File: src/rtl/alu_arbiter_if.sv
// ============================================================================
//  Module   : alu_arbiter_if
//  Brief    : Requester, response and ALU-side signal bundle for alu_arbiter.
//  Revision : 1.0
// ============================================================================
`timescale 1ns/1ps
`default_nettype none

`ifndef DSIZE
`define DSIZE 16
`endif
`ifndef ADD
`define ADD 3'd0
`define SUB 3'd1
`define AND 3'd2
`define OR  3'd3
`define XOR 3'd4
`define SLL 3'd5
`define SRL 3'd6
`define MUL 3'd7
`endif

interface alu_arbiter_if #(
    parameter int DSIZE = `DSIZE,
    parameter int OPW   = 3
);
    logic             req0_valid;
    logic             req0_ready;
    logic [DSIZE-1:0] req0_a;
    logic [DSIZE-1:0] req0_b;
    logic [OPW-1:0]   req0_op;
    logic [DSIZE-1:0] req0_imm;

    logic             req1_valid;
    logic             req1_ready;
    logic [DSIZE-1:0] req1_a;
    logic [DSIZE-1:0] req1_b;
    logic [OPW-1:0]   req1_op;
    logic [DSIZE-1:0] req1_imm;

    logic             rsp0_valid;
    logic             rsp0_ready;
    logic             rsp1_valid;
    logic             rsp1_ready;
    logic [DSIZE-1:0] rsp_out;
    logic             rsp_zero;

    logic [DSIZE-1:0] alu_a;
    logic [DSIZE-1:0] alu_b;
    logic [OPW-1:0]   alu_op;
    logic [DSIZE-1:0] alu_imm;
    logic [DSIZE-1:0] alu_out;
    logic             alu_zero;

    logic             busy;

    // Requesters and the external ALU together form the master side.
    modport master (
        output req0_valid, req0_a, req0_b, req0_op, req0_imm,
        output req1_valid, req1_a, req1_b, req1_op, req1_imm,
        output rsp0_ready, rsp1_ready,
        output alu_out, alu_zero,
        input  req0_ready, req1_ready,
        input  rsp0_valid, rsp1_valid, rsp_out, rsp_zero,
        input  alu_a, alu_b, alu_op, alu_imm,
        input  busy
    );

    modport slave (
        input  req0_valid, req0_a, req0_b, req0_op, req0_imm,
        input  req1_valid, req1_a, req1_b, req1_op, req1_imm,
        input  rsp0_ready, rsp1_ready,
        input  alu_out, alu_zero,
        output req0_ready, req1_ready,
        output rsp0_valid, rsp1_valid, rsp_out, rsp_zero,
        output alu_a, alu_b, alu_op, alu_imm,
        output busy
    );
endinterface

`default_nettype wire

File: src/rtl/alu_arbiter.sv
// ============================================================================
//  Module   : alu_arbiter
//  Brief    : Round-robin sharing of one external combinational ALU between
//             two requesters, with registered operands and registered result.
//  Revision : 1.0
// ============================================================================
`timescale 1ns/1ps
`default_nettype none

module alu_arbiter #(
    parameter int DSIZE = 16,
    parameter int OPW   = 3
) (
    input  wire logic    clk,
    input  wire logic    rst,
    alu_arbiter_if.slave bus
);

    typedef enum logic [1:0] {
        ST_IDLE = 2'd0,
        ST_EXEC = 2'd1,
        ST_RESP = 2'd2
    } state_t;

    state_t           r_state;
    state_t           w_state_next;

    logic             r_owner;
    logic             r_last_grant;
    logic [DSIZE-1:0] r_alu_a;
    logic [DSIZE-1:0] r_alu_b;
    logic [OPW-1:0]   r_alu_op;
    logic [DSIZE-1:0] r_alu_imm;
    logic [DSIZE-1:0] r_rsp_out;
    logic             r_rsp_zero;

    logic             w_grant;
    logic             w_idle_open;
    logic             w_req0_ready;
    logic             w_req1_ready;
    logic             w_accept;
    logic             w_owner_ready;
    logic             w_rsp_done;
    logic             w_rsp0_valid;
    logic             w_rsp1_valid;
    logic             w_busy;

    logic [DSIZE-1:0] w_sel_a;
    logic [DSIZE-1:0] w_sel_b;
    logic [OPW-1:0]   w_sel_op;
    logic [DSIZE-1:0] w_sel_imm;

    // ------------------------------------------------------------------
    // Arbitration: a lone requester always wins; under contention the
    // requester that did not complete last goes next.
    // ------------------------------------------------------------------
    always_comb begin
        w_grant = 1'b0;
        if (bus.req0_valid && bus.req1_valid) begin
            w_grant = ~r_last_grant;
        end else if (bus.req1_valid) begin
            w_grant = 1'b1;
        end
    end

    assign w_idle_open  = (r_state == ST_IDLE) && !rst;
    assign w_req0_ready = w_idle_open && !w_grant && bus.req0_valid;
    assign w_req1_ready = w_idle_open &&  w_grant && bus.req1_valid;
    assign w_accept     = w_req0_ready || w_req1_ready;

    assign w_owner_ready = r_owner ? bus.rsp1_ready : bus.rsp0_ready;
    assign w_rsp_done    = (r_state == ST_RESP) && w_owner_ready;

    assign w_sel_a   = w_grant ? bus.req1_a   : bus.req0_a;
    assign w_sel_b   = w_grant ? bus.req1_b   : bus.req0_b;
    assign w_sel_op  = w_grant ? bus.req1_op  : bus.req0_op;
    assign w_sel_imm = w_grant ? bus.req1_imm : bus.req0_imm;

    // ------------------------------------------------------------------
    // FSM state register
    // ------------------------------------------------------------------
    always_ff @(posedge clk) begin
        if (rst) begin
            r_state <= ST_IDLE;
        end else begin
            r_state <= w_state_next;
        end
    end

    // ------------------------------------------------------------------
    // FSM next state and state-decoded outputs
    // ------------------------------------------------------------------
    always_comb begin
        w_state_next = r_state;
        w_rsp0_valid = 1'b0;
        w_rsp1_valid = 1'b0;
        w_busy       = 1'b1;
        case (r_state)
            ST_IDLE: begin
                w_busy = 1'b0;
                if (w_accept) begin
                    w_state_next = ST_EXEC;
                end
            end
            ST_EXEC: begin
                w_state_next = ST_RESP;
            end
            ST_RESP: begin
                w_rsp0_valid = !r_owner;
                w_rsp1_valid =  r_owner;
                if (w_owner_ready) begin
                    w_state_next = ST_IDLE;
                end
            end
            default: begin
                w_state_next = ST_IDLE;
                w_busy       = 1'b0;
            end
        endcase
    end

    // ------------------------------------------------------------------
    // Operand, result and arbitration-history registers
    // ------------------------------------------------------------------
    always_ff @(posedge clk) begin
        if (rst) begin
            r_owner      <= 1'b0;
            r_last_grant <= 1'b1;
            r_alu_a      <= '0;
            r_alu_b      <= '0;
            r_alu_op     <= '0;
            r_alu_imm    <= '0;
            r_rsp_out    <= '0;
            r_rsp_zero   <= 1'b0;
        end else begin
            if (w_accept) begin
                r_owner   <= w_grant;
                r_alu_a   <= w_sel_a;
                r_alu_b   <= w_sel_b;
                r_alu_op  <= w_sel_op;
                r_alu_imm <= w_sel_imm;
            end
            // The ALU settles on the registered operands during EXEC.
            if (r_state == ST_EXEC) begin
                r_rsp_out  <= bus.alu_out;
                r_rsp_zero <= bus.alu_zero;
            end
            if (w_rsp_done) begin
                r_last_grant <= r_owner;
            end
        end
    end

    assign bus.req0_ready = w_req0_ready;
    assign bus.req1_ready = w_req1_ready;
    assign bus.rsp0_valid = w_rsp0_valid;
    assign bus.rsp1_valid = w_rsp1_valid;
    assign bus.rsp_out    = r_rsp_out;
    assign bus.rsp_zero   = r_rsp_zero;
    assign bus.alu_a      = r_alu_a;
    assign bus.alu_b      = r_alu_b;
    assign bus.alu_op     = r_alu_op;
    assign bus.alu_imm    = r_alu_imm;
    assign bus.busy       = w_busy;

endmodule

`default_nettype wire
File: src/flat_wrapper.sv
// flat-port wrapper written by rule: the top's interface ports become plain ports
module alu_arbiter_flat 
#(
    parameter int DSIZE = 16,
    parameter int OPW   = 3
)
  (clk, rst, bus_req0_valid, bus_req0_a, bus_req0_b, bus_req0_op, bus_req0_imm, bus_req1_valid, bus_req1_a, bus_req1_b, bus_req1_op, bus_req1_imm, bus_rsp0_ready, bus_rsp1_ready, bus_alu_out, bus_alu_zero, bus_req0_ready, bus_req1_ready, bus_rsp0_valid, bus_rsp1_valid, bus_rsp_out, bus_rsp_zero, bus_alu_a, bus_alu_b, bus_alu_op, bus_alu_imm, bus_busy);
  alu_arbiter_if #(.DSIZE(DSIZE), .OPW(OPW)) bus_i ();
  input  wire logic clk;
  input  wire logic rst;
  input wire logic [$bits(bus_i.req0_valid)-1:0] bus_req0_valid;
  input wire logic [$bits(bus_i.req0_a)-1:0] bus_req0_a;
  input wire logic [$bits(bus_i.req0_b)-1:0] bus_req0_b;
  input wire logic [$bits(bus_i.req0_op)-1:0] bus_req0_op;
  input wire logic [$bits(bus_i.req0_imm)-1:0] bus_req0_imm;
  input wire logic [$bits(bus_i.req1_valid)-1:0] bus_req1_valid;
  input wire logic [$bits(bus_i.req1_a)-1:0] bus_req1_a;
  input wire logic [$bits(bus_i.req1_b)-1:0] bus_req1_b;
  input wire logic [$bits(bus_i.req1_op)-1:0] bus_req1_op;
  input wire logic [$bits(bus_i.req1_imm)-1:0] bus_req1_imm;
  input wire logic [$bits(bus_i.rsp0_ready)-1:0] bus_rsp0_ready;
  input wire logic [$bits(bus_i.rsp1_ready)-1:0] bus_rsp1_ready;
  input wire logic [$bits(bus_i.alu_out)-1:0] bus_alu_out;
  input wire logic [$bits(bus_i.alu_zero)-1:0] bus_alu_zero;
  output wire logic [$bits(bus_i.req0_ready)-1:0] bus_req0_ready;
  output wire logic [$bits(bus_i.req1_ready)-1:0] bus_req1_ready;
  output wire logic [$bits(bus_i.rsp0_valid)-1:0] bus_rsp0_valid;
  output wire logic [$bits(bus_i.rsp1_valid)-1:0] bus_rsp1_valid;
  output wire logic [$bits(bus_i.rsp_out)-1:0] bus_rsp_out;
  output wire logic [$bits(bus_i.rsp_zero)-1:0] bus_rsp_zero;
  output wire logic [$bits(bus_i.alu_a)-1:0] bus_alu_a;
  output wire logic [$bits(bus_i.alu_b)-1:0] bus_alu_b;
  output wire logic [$bits(bus_i.alu_op)-1:0] bus_alu_op;
  output wire logic [$bits(bus_i.alu_imm)-1:0] bus_alu_imm;
  output wire logic [$bits(bus_i.busy)-1:0] bus_busy;
  assign bus_i.req0_valid = bus_req0_valid;
  assign bus_i.req0_a = bus_req0_a;
  assign bus_i.req0_b = bus_req0_b;
  assign bus_i.req0_op = bus_req0_op;
  assign bus_i.req0_imm = bus_req0_imm;
  assign bus_i.req1_valid = bus_req1_valid;
  assign bus_i.req1_a = bus_req1_a;
  assign bus_i.req1_b = bus_req1_b;
  assign bus_i.req1_op = bus_req1_op;
  assign bus_i.req1_imm = bus_req1_imm;
  assign bus_i.rsp0_ready = bus_rsp0_ready;
  assign bus_i.rsp1_ready = bus_rsp1_ready;
  assign bus_i.alu_out = bus_alu_out;
  assign bus_i.alu_zero = bus_alu_zero;
  assign bus_req0_ready = bus_i.req0_ready;
  assign bus_req1_ready = bus_i.req1_ready;
  assign bus_rsp0_valid = bus_i.rsp0_valid;
  assign bus_rsp1_valid = bus_i.rsp1_valid;
  assign bus_rsp_out = bus_i.rsp_out;
  assign bus_rsp_zero = bus_i.rsp_zero;
  assign bus_alu_a = bus_i.alu_a;
  assign bus_alu_b = bus_i.alu_b;
  assign bus_alu_op = bus_i.alu_op;
  assign bus_alu_imm = bus_i.alu_imm;
  assign bus_busy = bus_i.busy;
  alu_arbiter #(.DSIZE(DSIZE), .OPW(OPW)) u_core (.clk(clk), .rst(rst), .bus(bus_i));
endmodule
File: config.mk
export PLATFORM = sky130hd
export DESIGN_NAME = alu_arbiter_flat
export DESIGN_NICKNAME = d
export VERILOG_FILES = /design/src/rtl/alu_arbiter_if.sv /design/src/rtl/alu_arbiter.sv /design/src/flat_wrapper.sv
export SDC_FILE = /design/constraint.sdc
export NUM_CORES = 1
export LEC_CHECK = 0
export BUFFER_PORTS_ARGS = -buffer_cell sky130_fd_sc_hd__buf_2
export CORE_MARGIN = 4
export CORE_UTILIZATION = 24
export DETAILED_ROUTE_END_ITERATION = 8
export SLEW_MARGIN = 20
export SYNTH_ARGS = -nofsm -noshare
export SYNTH_HDL_FRONTEND = slang
export SYNTH_SLANG_ARGS = --single-unit
File: constraint.sdc
create_clock -name clk -period 1.4 [get_ports clk]
set_input_delay 0.07 -clock clk [delete_from_list [all_inputs] [get_ports clk]]
set_output_delay 0.07 -clock clk [all_outputs]
set_load 0.1 [all_outputs]
; ---- Word level (Yosys, flattened, before mapping)
; Index checks and enable logic that the tools add are counted.
[totals]
ff_bits = 72
elab_cells = 41
[classes]
n_mux = 13
reduce_logical = 14
bitwise = 1
eq_ne = 4
[op_table]
columns = operator, count
row1 = $mux 16, 3
row2 = $logic_and 1x1->1, 7
row3 = $mux 1, 6
row4 = $pmux 2 s3, 1
row5 = $mux 2, 2
row6 = $ne 2x1->1 const B, 2
row7 = $logic_not 1->1, 3
row8 = $mux 3, 1
row9 = $eq 2x1->1 const B, 1
row10 = $eq 2x2->1 const B, 1
row11 = $logic_not 2->1, 1
row12 = $reduce_and 2->1, 1
row13 = $reduce_or 2->1, 1
row14 = $logic_or 1x1->1, 1
row15 = $not 1->1, 1

; ---- Longest topological paths before layout
; Gate-level depths: netlist (run 1).
[depth]
word_depth = 8
depth_mapped = 7

; ---- Least setup slack after synthesis (run 1)
; No wires, ideal clock.
[synth_path]
path_type = reg-to-output
start = register u_core.r_last_grant
end = output port bus_req0_ready
required_ps = 1330
setup_slack_ps = -2283
path_buffers = 2
path_stages_with_launch = 5
arrival_ps = 3613
path_cell_list = dfxtp_1 -> a21boi_1 -> buf_4 -> buf_6 -> nor4bb_1
[synth_between]
elab_chain_len = 5
[synth_rtl]
columns = element, line_no
row1 = start: declaration, alu_arbiter.sv:29  ; logic r_last_grant;
row2 = start signal: assignment, alu_arbiter.sv:149  ; r_last_grant <= r_owner;
row3 = $not 1->1, alu_arbiter.sv:60  ; w_grant = ~r_last_grant;
row4 = $mux 1, alu_arbiter.sv:59  ; if (bus.req0_valid && bus.req1_valid) begin
row5 = $logic_not 1->1, alu_arbiter.sv:67  ; assign w_req0_ready = w_idle_open && !w_grant && bus.req0_valid;
row6 = $logic_and 1x1->1 (2 in series), alu_arbiter.sv:67
row7 = end: declaration, flat_wrapper.sv:25  ; output wire logic [$bits(bus_i.req0_ready)-1:0] bus_req0_ready;
; No other way between the ends.

; ---- Final worst setup path (run 1)
; Ends and elaborated chain as after synthesis.

==> results.md, run 1 <==
- R2R Setup Slk: -0.03 ns
- Slew Limit Fails: 0
- Global-route wire length before repair: 16200 µm
- Achievable Freq: approximately 670 MHz
- Pwr dens: 2320 nW/µm²
- Largest net degree at the start of global routing: 32
- Synth Area in Adders: 0.0189
- DRC: 0
- WS Path Type: register to output port
- Worst-Margin Slew: approximately 0.52 ns
- Die area: 15700 µm²
- Wire per inst: 14.2 µm
- Worst path max stage delay: ~0.35 ns
- Final WS setup: -0.0892 ns
- H-tree lvl count: 3
- CP max stage cell: dfxtp_2
- Reg clk slew, reported paths: around 0.06 ns
- Outcome: finished with violations
- Mapped Avg Cell Area: 10.5 µm²
- Final min period: 1.49 ns
- Starting density of the core: 0.248
- Setup violations, final: 20
- CP cell instances: a21boi_4, buf_12, nor4bb_4, buf_12
- Core area: 13300 µm²
- Ant diodes: 0
- Die H: 125 µm
- Initial antenna violation count: 0
- Routed via count: 3224
- Setup Skew: between 0.005 and 0.006 ns
- Via-per-instance ratio: 4.41
- Final Util: 0.425
- Vias in the first global route: 3364
- Xor/xnor share of the synthesized area: 0
- # port buffers: between 150 and 200
- Wirelength, routed: 10400 µm
- Layout cells sized above 1: 0.559
- Net Count, Synth: 446
- Buffers & Inverters on Critical Path: 2
- Leak Pwr: 0.00257 µW
- Finished Cell Area: between 5000 and 6000 µm²
- CP required: 1.33 ns
- Clock buffer depth: 2
- Yosys Warn Count: 0
- Post-Syn Area: 3310 µm²
- TritonCTS clock tree: built
- CP endpoint kind: output port
- Grt total ovfl: 0
- CP Max Fanout: 3
- Nets@finish: 680
- Synth unique cells: 24
- Worst VDD drop: 1.49 mV
- FP Rows: 42
- Final hold vios: 0
- Dpl cell area: 4700 µm²
- Hold Crit Class: primary input to register
- Complex-gate fraction of the synthesized area: 0.175
- Post-Synth Simple-Gate Area: 0.103
- Critical Path AT: 1.42 ns
- Largest family of logic cells by synthesized area: multiplexers
- DPL Wire Length: about 7100 µm
- Die W: 125 µm
- Final ANT Viol Nets: 0
- Max-slew headroom: 0.653
- Max-cap violations: 0
- CP dominant cell by count: buf_12
- DR pass1 iterations: 3
- Crit path max-delay family: flip-flops
- Gr usage total: 0.128
- CP startpoint kind: register
- Fin Setup TNS: -0.519 ns
- Area grow syn2layout: 71.5%
- DRT iter0 DRCs: 44
- RD Place Congestion: just under 0.8
- Syn Inst Count: approximately 320
- Unrepaired setup endpoints after global routing: true
- Later-pin clock latency in the skew report: 0.34 ns
- Mux contribution to synthesized area: 0.215
- Seq cells post-synth: 72
- Placed Instances: a little under 700
- Io pins: 198
- Sequential share of the synthesized area: 0.436
- CTS buffer count: 9
- Final Instance Count excl. Fillers: 731
- Final period utilization: 1.06
- Root buf cell: clkbuf_16
- Violated checks: negative setup slack
- WHS: 0.0405 ns
- CTS Sinks: 72
worst register-to-register path, cell delays in order (launching register included):
cell      delay (ns)
dfxtp_2         0.34
a21boi_4        0.20
buf_6           0.17
buf_12          0.12
buf_16          0.13
mux2i_1         0.25
a211oi_2        0.10
repair_timing:
item | in CTS | in global routing
hold buffers | 17 | 0
hold endpoints to repair | 17 | 0
setup buffers | 8 | 2
gates cloned | 4 | 2
endpoints found under the setup margin | 30 | 68
resized for setup | 17 | 25
pin swaps | 4 | 1
layout by cell type, fill, tap and decap left out, drive strengths merged:
master and instances:
dfxtp 72, dlygate4sd3 17, bufinv 4, inv 3
a22oi 1, nor2b 1, a21oi 2, ha 5
and3b 1, and2 1, mux2i 71, nand2b 4
clkbuf 11, buf 230, a21boi 2, bufbuf 1
nor3b 1, nor4bb 1, clkinv 2, nand2 2
o21bai 1, nor2 70, o21ai 1, a211oi 51
where the power goes:
group / switching (µW) / internal, µW
logic: 5310 / 2170
registers: 282 / 2570
clock network: 899 / 1930
cell type report:
| class | count | area (µm²) |
|---|---|---|
| fill | 1267 | 7680 |
| multi-input combinational | 215 | 1860 |
| timing repair buffer | 250 | 1770 |
| sequential | 72 | 1450 |
| clock buffer | 9 | 225 |
| tap | 176 | 220 |
| clock inverter | 7 | 143 |
| inverter | 2 | 7.51 |
stage by stage:
step / setup WS [ns] / power, µW
2_1_floorplan: -0.479 / 8330
3_3_place_gp: 0.0245 / 9560
3_5_place_dp: -0.0455 / 9670
4_1_cts: -0.112 / 13000
5_1_grt: -0.165 / 13800
6_report: -0.0892 / 13200
Yosys cell counts:
master / number / share of area
a211oi_1: 21 / 0.048
a211oi_2: 30 / 0.11
a21boi_0: 1 / 0.0023
a21boi_1: 1 / 0.0023
a21oi_1: 2 / 0.0030
a22oi_1: 1 / 0.0023
and2_1: 1 / 0.0019
and3b_1: 1 / 0.0026
buf_2: 11 / 0.017
buf_4: 4 / 0.0091
buf_6: 5 / 0.017
clkbuf_1: 7 / 0.0079
dfxtp_1: 72 / 0.44
ha_1: 5 / 0.019
inv_1: 2 / 0.0023
mux2i_1: 71 / 0.21
nand2_1: 2 / 0.0023
nand2b_1: 4 / 0.0076
nor2_1: 70 / 0.079
nor2b_1: 1 / 0.0019
nor3b_2: 1 / 0.0038
nor4bb_1: 1 / 0.0030
o21ai_0: 1 / 0.0015
o21bai_1: 1 / 0.0023
layer usage:
metal / vias to the layer above / GRT usage / part of all wire
li1: 1593 / - / -
met1: 1497 / 0.132 / 0.38
met2: 123 / 0.224 / 0.51
met3: 11 / 0.0729 / 0.095
met4: 0 / 0.0357 / 0.013
met5: - / 0 / 0
worst paths after layout:
kind,from,endpoint,depth (start not counted)
max reg2reg,u_core.r_last_grant,u_core.bus.alu_imm[13],6
min reg2reg,u_core.bus.alu_imm[1],u_core.bus.alu_imm[1],2
max,u_core.r_last_grant,bus_req0_ready,4
min,bus_rsp1_ready,u_core.r_last_grant,3
registers in the layout, summed over array words and instances (netlist names):
register / cells
u_core.bus.alu_a: 16
u_core.bus.alu_b: 16
u_core.r_last_grant: 1
u_core.r_state: 2
u_core.bus.alu_imm: 16
u_core.bus.rsp_zero: 1
u_core.bus.alu_op: 3
u_core.r_owner: 1
u_core.bus.rsp_out: 16
cell families (layout without fill, tap and decap cells):
family	after synthesis	after routing
DFF	72	72
and+or+nand+nor	81	81
AOI/OAI and AO/OA	58	58
muxes	71	71
buffers and inverters	29	268
adders and majority gates	5	5
(Power assumes the default switching activity.)
==> inputs of run 2 (changes only) <==
==> constraint.sdc (replaced) <==
create_clock -name clk -period 1.4 [get_ports clk]
set_input_delay 0.14 -clock clk [delete_from_list [all_inputs] [get_ports clk]]
set_output_delay 0.14 -clock clk [all_outputs]
set_load 0.1 [all_outputs]
==> results.md, run 2 (synthesis results as in run 1) <==
- Setup Skew: 0.00422 ns
- CP startpoint kind: register
- Slew Limit Fails: 0
- FP Rows: 42
- Worst reg2reg path startpoint: u_core.r_state[0]
- Setup violations, final: 50
- CTS buffer count: 9
- Pwr Total: around 13000 µW
- Largest net degree at the start of global routing: 32
- Gr usage total: 0.124
- Fin Setup TNS: -4.31 ns
- Critical Path AT: roughly 1.8 ns
- DRT iter0 DRCs: just under 90
- Final period utilization: 1.11
- Initial antenna violation count: 0
- Max-slew headroom: 0.657
- DRC: 0
- TritonCTS clock tree: built
- RD Place Congestion: between 0.7 and 0.8
- Hold Crit Class: primary input to register
- Max-cap violations: 0
- Final hold vios: 0
- Layout fillers: 1275
- Critical Path Source: u_core.r_state[0]
- Pwr dens: 2270 nW/µm²
- Place WS: -0.0439 ns
- Later-pin clock latency in the skew report: 0.33 ns
- Area grow syn2layout: 72.7%
- Die area: 15700 µm²
- DR pass1 iterations: 4
- Die H: 125 µm
- Min-delay src: bus_alu_out[11]
- Global-route wire length before repair: 16000 µm
- CP endpoint kind: register
- CP Max Fanout: 6
- Vias in the first global route: about 3400
- Root buf cell: clkbuf_16
- H-tree lvl count: 3
- Final min period: between 1.5 and 2 ns
- Io pins: just under 200
- Via-per-instance ratio: about 4.5
- Nets@finish: 673
- Worst VDD drop: 1.40 mV
- Reg clk slew, reported paths: approximately 0.050 ns
- Violated checks: negative setup slack
- # port buffers: 197
- Ant diodes: 0
- Unrepaired setup endpoints after global routing: true
- Starting density of the core: 0.248
- Clock buffer depth: 2
- CP required: 1.65 ns
- Final ANT Viol Nets: 0
- Leak Pwr: 0.00257 µW
- Outcome: finished with violations
- Routed via count: 3210
- Most common cell after layout, fill and taps aside: buf_2
- Die W: 125 µm
- Wire per inst: 14.8 µm
- Most frequent cells in the layout: buf_2 (191), mux2i_1 (69), dfxtp_1 (69)
- Final Util: 0.428
- # hold bufs at CTS: 0
- Achievable Freq: 644 MHz
- Layout cells sized above 1: 0.626
- Grt total ovfl: 0
- WS Path Type: register to register
- CTS Sinks: 72
- Final WS setup: -0.153 ns
- Wirelength, routed: 10700 µm
- Core area: 13300 µm²
- DPL Wire Length: 7040 µm
- Worst-Margin Slew: 0.519 ns
[run 2: changes by cell type in the layout (fill, tap and decap cells not counted), moves of 4 or more]
cell           change
a211oi_1          -15
mux2i_1            +6
mux2i_2            -5
buf_8              +7
bufinv_16          -4
nor2_2             +9
dlygate4sd3_1     -17
a211oi_2          +15
nor2_1            -16
nor2_4             +7
[run 2: final timing paths]
check        slack [ns]                     end  cells past startpoint
max               -0.15    u_core.bus.alu_b[11]                      9
min                0.05  u_core.bus.rsp_out[11]                      3
max reg2reg       -0.15    u_core.bus.alu_b[11]                      9
min reg2reg        0.50  u_core.bus.rsp_out[11]                      2
[run 2: cell type report]
type                       instances  area [µm²]  area share
tap                              176         220      0.0386
sequential                        72        1450       0.253
inverter                           2        7.51     0.00131
clock buffer                      12         256      0.0449
clock inverter                     1        5.00    0.000876
timing repair buffer             243        1800       0.316
multi-input combinational        215        1970       0.346
[run 2: power by group]
part           internal (µW)  leakage (µW)  switching, µW
combinational           2520       0.00185           5520
sequential              2580      0.000594            319
clock                   1260      0.000130            787
total                   6360       0.00257           6630
[run 2: layer usage]
layer,wire length [µm],GRT usage,vias to the layer above
met3,910,0.0559,9
li1,-,-,1580
met2,5440,0.224,124
met5,0,0,-
met4,117,0.0344,0
met1,4200,0.129,1497
[run 2: metrics by stage]
step | instance area, µm² | instances | hold slack (ns)
after floorplan | 3360 | 316 | 0.287
after global placement | 4700 | 682 | 0.372
after detailed placement | 4700 | 682 | 0.387
after CTS | 5520 | 714 | 0.0303
after global routing | 5710 | 721 | 0.0593
final | 5710 | 721 | 0.0456
[run 2: critical path, stage by stage (launching register included)]
cell,delay [ns]
dfxtp_2,0.32
inv_2,0.07
ha_4,0.14
nor3b_4,0.22
buf_4,0.16
buf_12,0.12
buf_8,0.11
buf_12,0.13
nor2_4,0.04
a211oi_2,0.17
[run 2: timing repair]
action	CTS	global route
gates cloned	8	5
resized for setup	66	33
pin swaps	18	18
buffers inserted	11	9
setup endpoints to repair	50	73
==> inputs of run 3 (changes only) <==
==> constraint.sdc (replaced) <==
create_clock -name clk -period 1.4 [get_ports clk]
set_input_delay 0.14 -clock clk [delete_from_list [all_inputs] [get_ports clk]]
set_output_delay 0.14 -clock clk [all_outputs]
set_load 0.01 [all_outputs]
==> results.md, run 3 (synthesis results as in run 1) <==
- Die H: ~130 µm
- Final hold vios: 0
- Worst path max stage delay: between 0.3 and 0.4 ns
- Max-slew headroom: 0.595
- Crit path max-delay family: buffers and inverters
- Max-cap violations: 0
- Length in cells of the worst reg-to-reg path: 7
- Starting density of the core: 0.248
- Unrepaired setup endpoints after global routing: true
- Via-per-instance ratio: between 4 and 5
- Place WS: -0.0751 ns
- Pwr Total: 9120 µW
- Area grow syn2layout: 60.5%
- Routed via count: 3095
- Global-route wire length before repair: 15200 µm
- Min-delay src: bus_alu_zero
- Nets@finish: 660
- Largest net degree at the start of global routing: 43
- Wirelength, routed: 9960 µm
- TritonCTS clock tree: built
- CP endpoint kind: output port
- # port buffers: 197
- Initial antenna violation count: 0
- Die W: 125 µm
- Final period utilization: 1.03
- Wire per inst: 14.0 µm
- Layout fillers: 1332
- R2R Setup Slk: -0.01 ns
- CP startpoint kind: register
- Final min period: 1.45 ns
- Worst reg2reg path startpoint: u_core.r_state[0]
- Io pins: 198
- Ant diodes: 0
- Hold Crit Endpoint: u_core.bus.rsp_zero
- Final ANT Viol Nets: 0
- Core area: 13300 µm²
- Setup Skew: 0.00310 ns
- Die area: about 16000 µm²
- Reg clk slew, reported paths: 0.06 ns
- DRT iter0 DRCs: 39
- Critical R2R Capture: u_core.bus.alu_imm[12]
- RD Place Congestion: 0.789
- Hold depth: 3
- Fin Setup TNS: -0.0940 ns
- Vias in the first global route: 3193
- Setup violations, final: 8
- H-tree lvl count: 3
- Clock buffer depth: 2
- Later-pin clock latency in the skew report: 0.33 ns
- Root buf cell: clkbuf_16
- Top sig layer: met4
- DR pass1 iterations: 4
- CP required: 1.26 ns
- CP cell instances: inv_4, ha_4, buf_6, nor4bb_4, buf_2
- CTS Sinks: 72
- # hold bufs at CTS: 0
- Achievable Freq: 692 MHz
- Met2 routed WL: 5010 µm
- Pwr dens: 1720 nW/µm²
- Gr usage total: 0.118
- WHS: 0.0492 ns
- Grt total ovfl: 0
- Met3 WL: 861 µm
- Outcome: finished with violations
- Met1 WL: just under 4000 µm
- Most common cell after layout, fill and taps aside: buf_2
- Critical Path AT: 1.31 ns
- Leak Pwr: 0.00243 µW
- DPL Wire Length: 7200 µm
- Layout cells sized above 1: 0.559
- CP Max Fanout: 4
- Hold Crit Class: primary input to register
- Final WS setup: -0.0456 ns
- Slew Limit Fails: 0
- DRC: 0
- Violated checks: negative setup slack
- Buffers & Inverters on Critical Path: 3
- FP Rows: 42
- CP max stage cell: dfxtp_2
- WS Path Type: register to output port
- Most frequent cells in the layout: buf_2 (193), mux2i_1 (71), nor2_1 (69), dfxtp_1 (69), a211oi_2 (40)
- CTS buffer count: 9
- Worst-Margin Slew: 0.607 ns
- Worst VDD drop: 0.789 mV
-- run 3: cell types whose count changed in the layout (fill, tap and decap cells not counted), moves of 4 or more --
cell | previous run | this run
a211oi_1 | 0 | 11
buf_8 | 7 | 0
a211oi_2 | 51 | 40
nor2_1 | 53 | 69
buf_16 | 8 | 4
nor2_2 | 9 | 1
nor2_4 | 8 | 0
-- run 3: worst max-delay path by stage --
stage / startpoint / cells after the start / endpoint
6_report: u_core.r_state[0] / 5 / bus_req0_ready
5_1_grt: u_core.r_state[0] / 5 / bus_req0_ready
2_1_floorplan: u_core.r_state[1] / 7 / u_core.bus.alu_a[10]
4_1_cts: u_core.r_state[0] / 5 / bus_req0_ready
3_3_place_gp: u_core.r_last_grant / 4 / u_core.bus.alu_imm[3]
3_5_place_dp: u_core.r_state[1] / 7 / u_core.bus.alu_op[0]
-- run 3: final cells by class --
type                            count  area, µm²  area share
Multi-Input combinational cell    215       1820       0.343
Sequential cell                    72       1450       0.272
Tap cell                          176        220      0.0415
Timing Repair Buffer              230       1490       0.280
Clock buffer                       10        229      0.0431
Clock inverter                      6       93.8      0.0177
Inverter                            2       10.0     0.00189
-- run 3: per-layer routing --
| metal | vias up | track usage |
|---|---|---|
| li1 | 1547 | - |
| met4 | 0 | 0.0370 |
| met5 | - | 0 |
| met2 | 121 | 0.209 |
| met1 | 1413 | 0.127 |
| met3 | 14 | 0.0516 |
-- run 3: metrics by stage --
step / std cells / utilization / cell area [µm²]
after detailed placement: 683 / 0.345 / 4600
final: 711 / 0.398 / 5310
after CTS: 707 / 0.388 / 5180
after floorplan: 316 / - / 3330
after global placement: 683 / 0.345 / 4600
after global routing: 711 / 0.398 / 5310
-- run 3: worst register-to-register path, delay by kind of cell (launching register included) --
kind,cells,cell delay (ns)
simple gates,2,0.26
buf+inv,3,0.41
flops,1,0.33
compound gates,1,0.19
fa+ha+maj,1,0.13
-- run 3: where the power goes --
group          leakage (µW)  internal [µW]  switching (µW)
Sequential         0.000594           2570             287
Combinational       0.00168           1990            1830
Clock              0.000153           1570             879
-- run 3: timing repair --
action,in CTS,in global routing
gates resized for setup,29,14
endpoints found under the setup margin,53,73
setup buffers,6,4
pin swaps,7,3
cloned,3,2
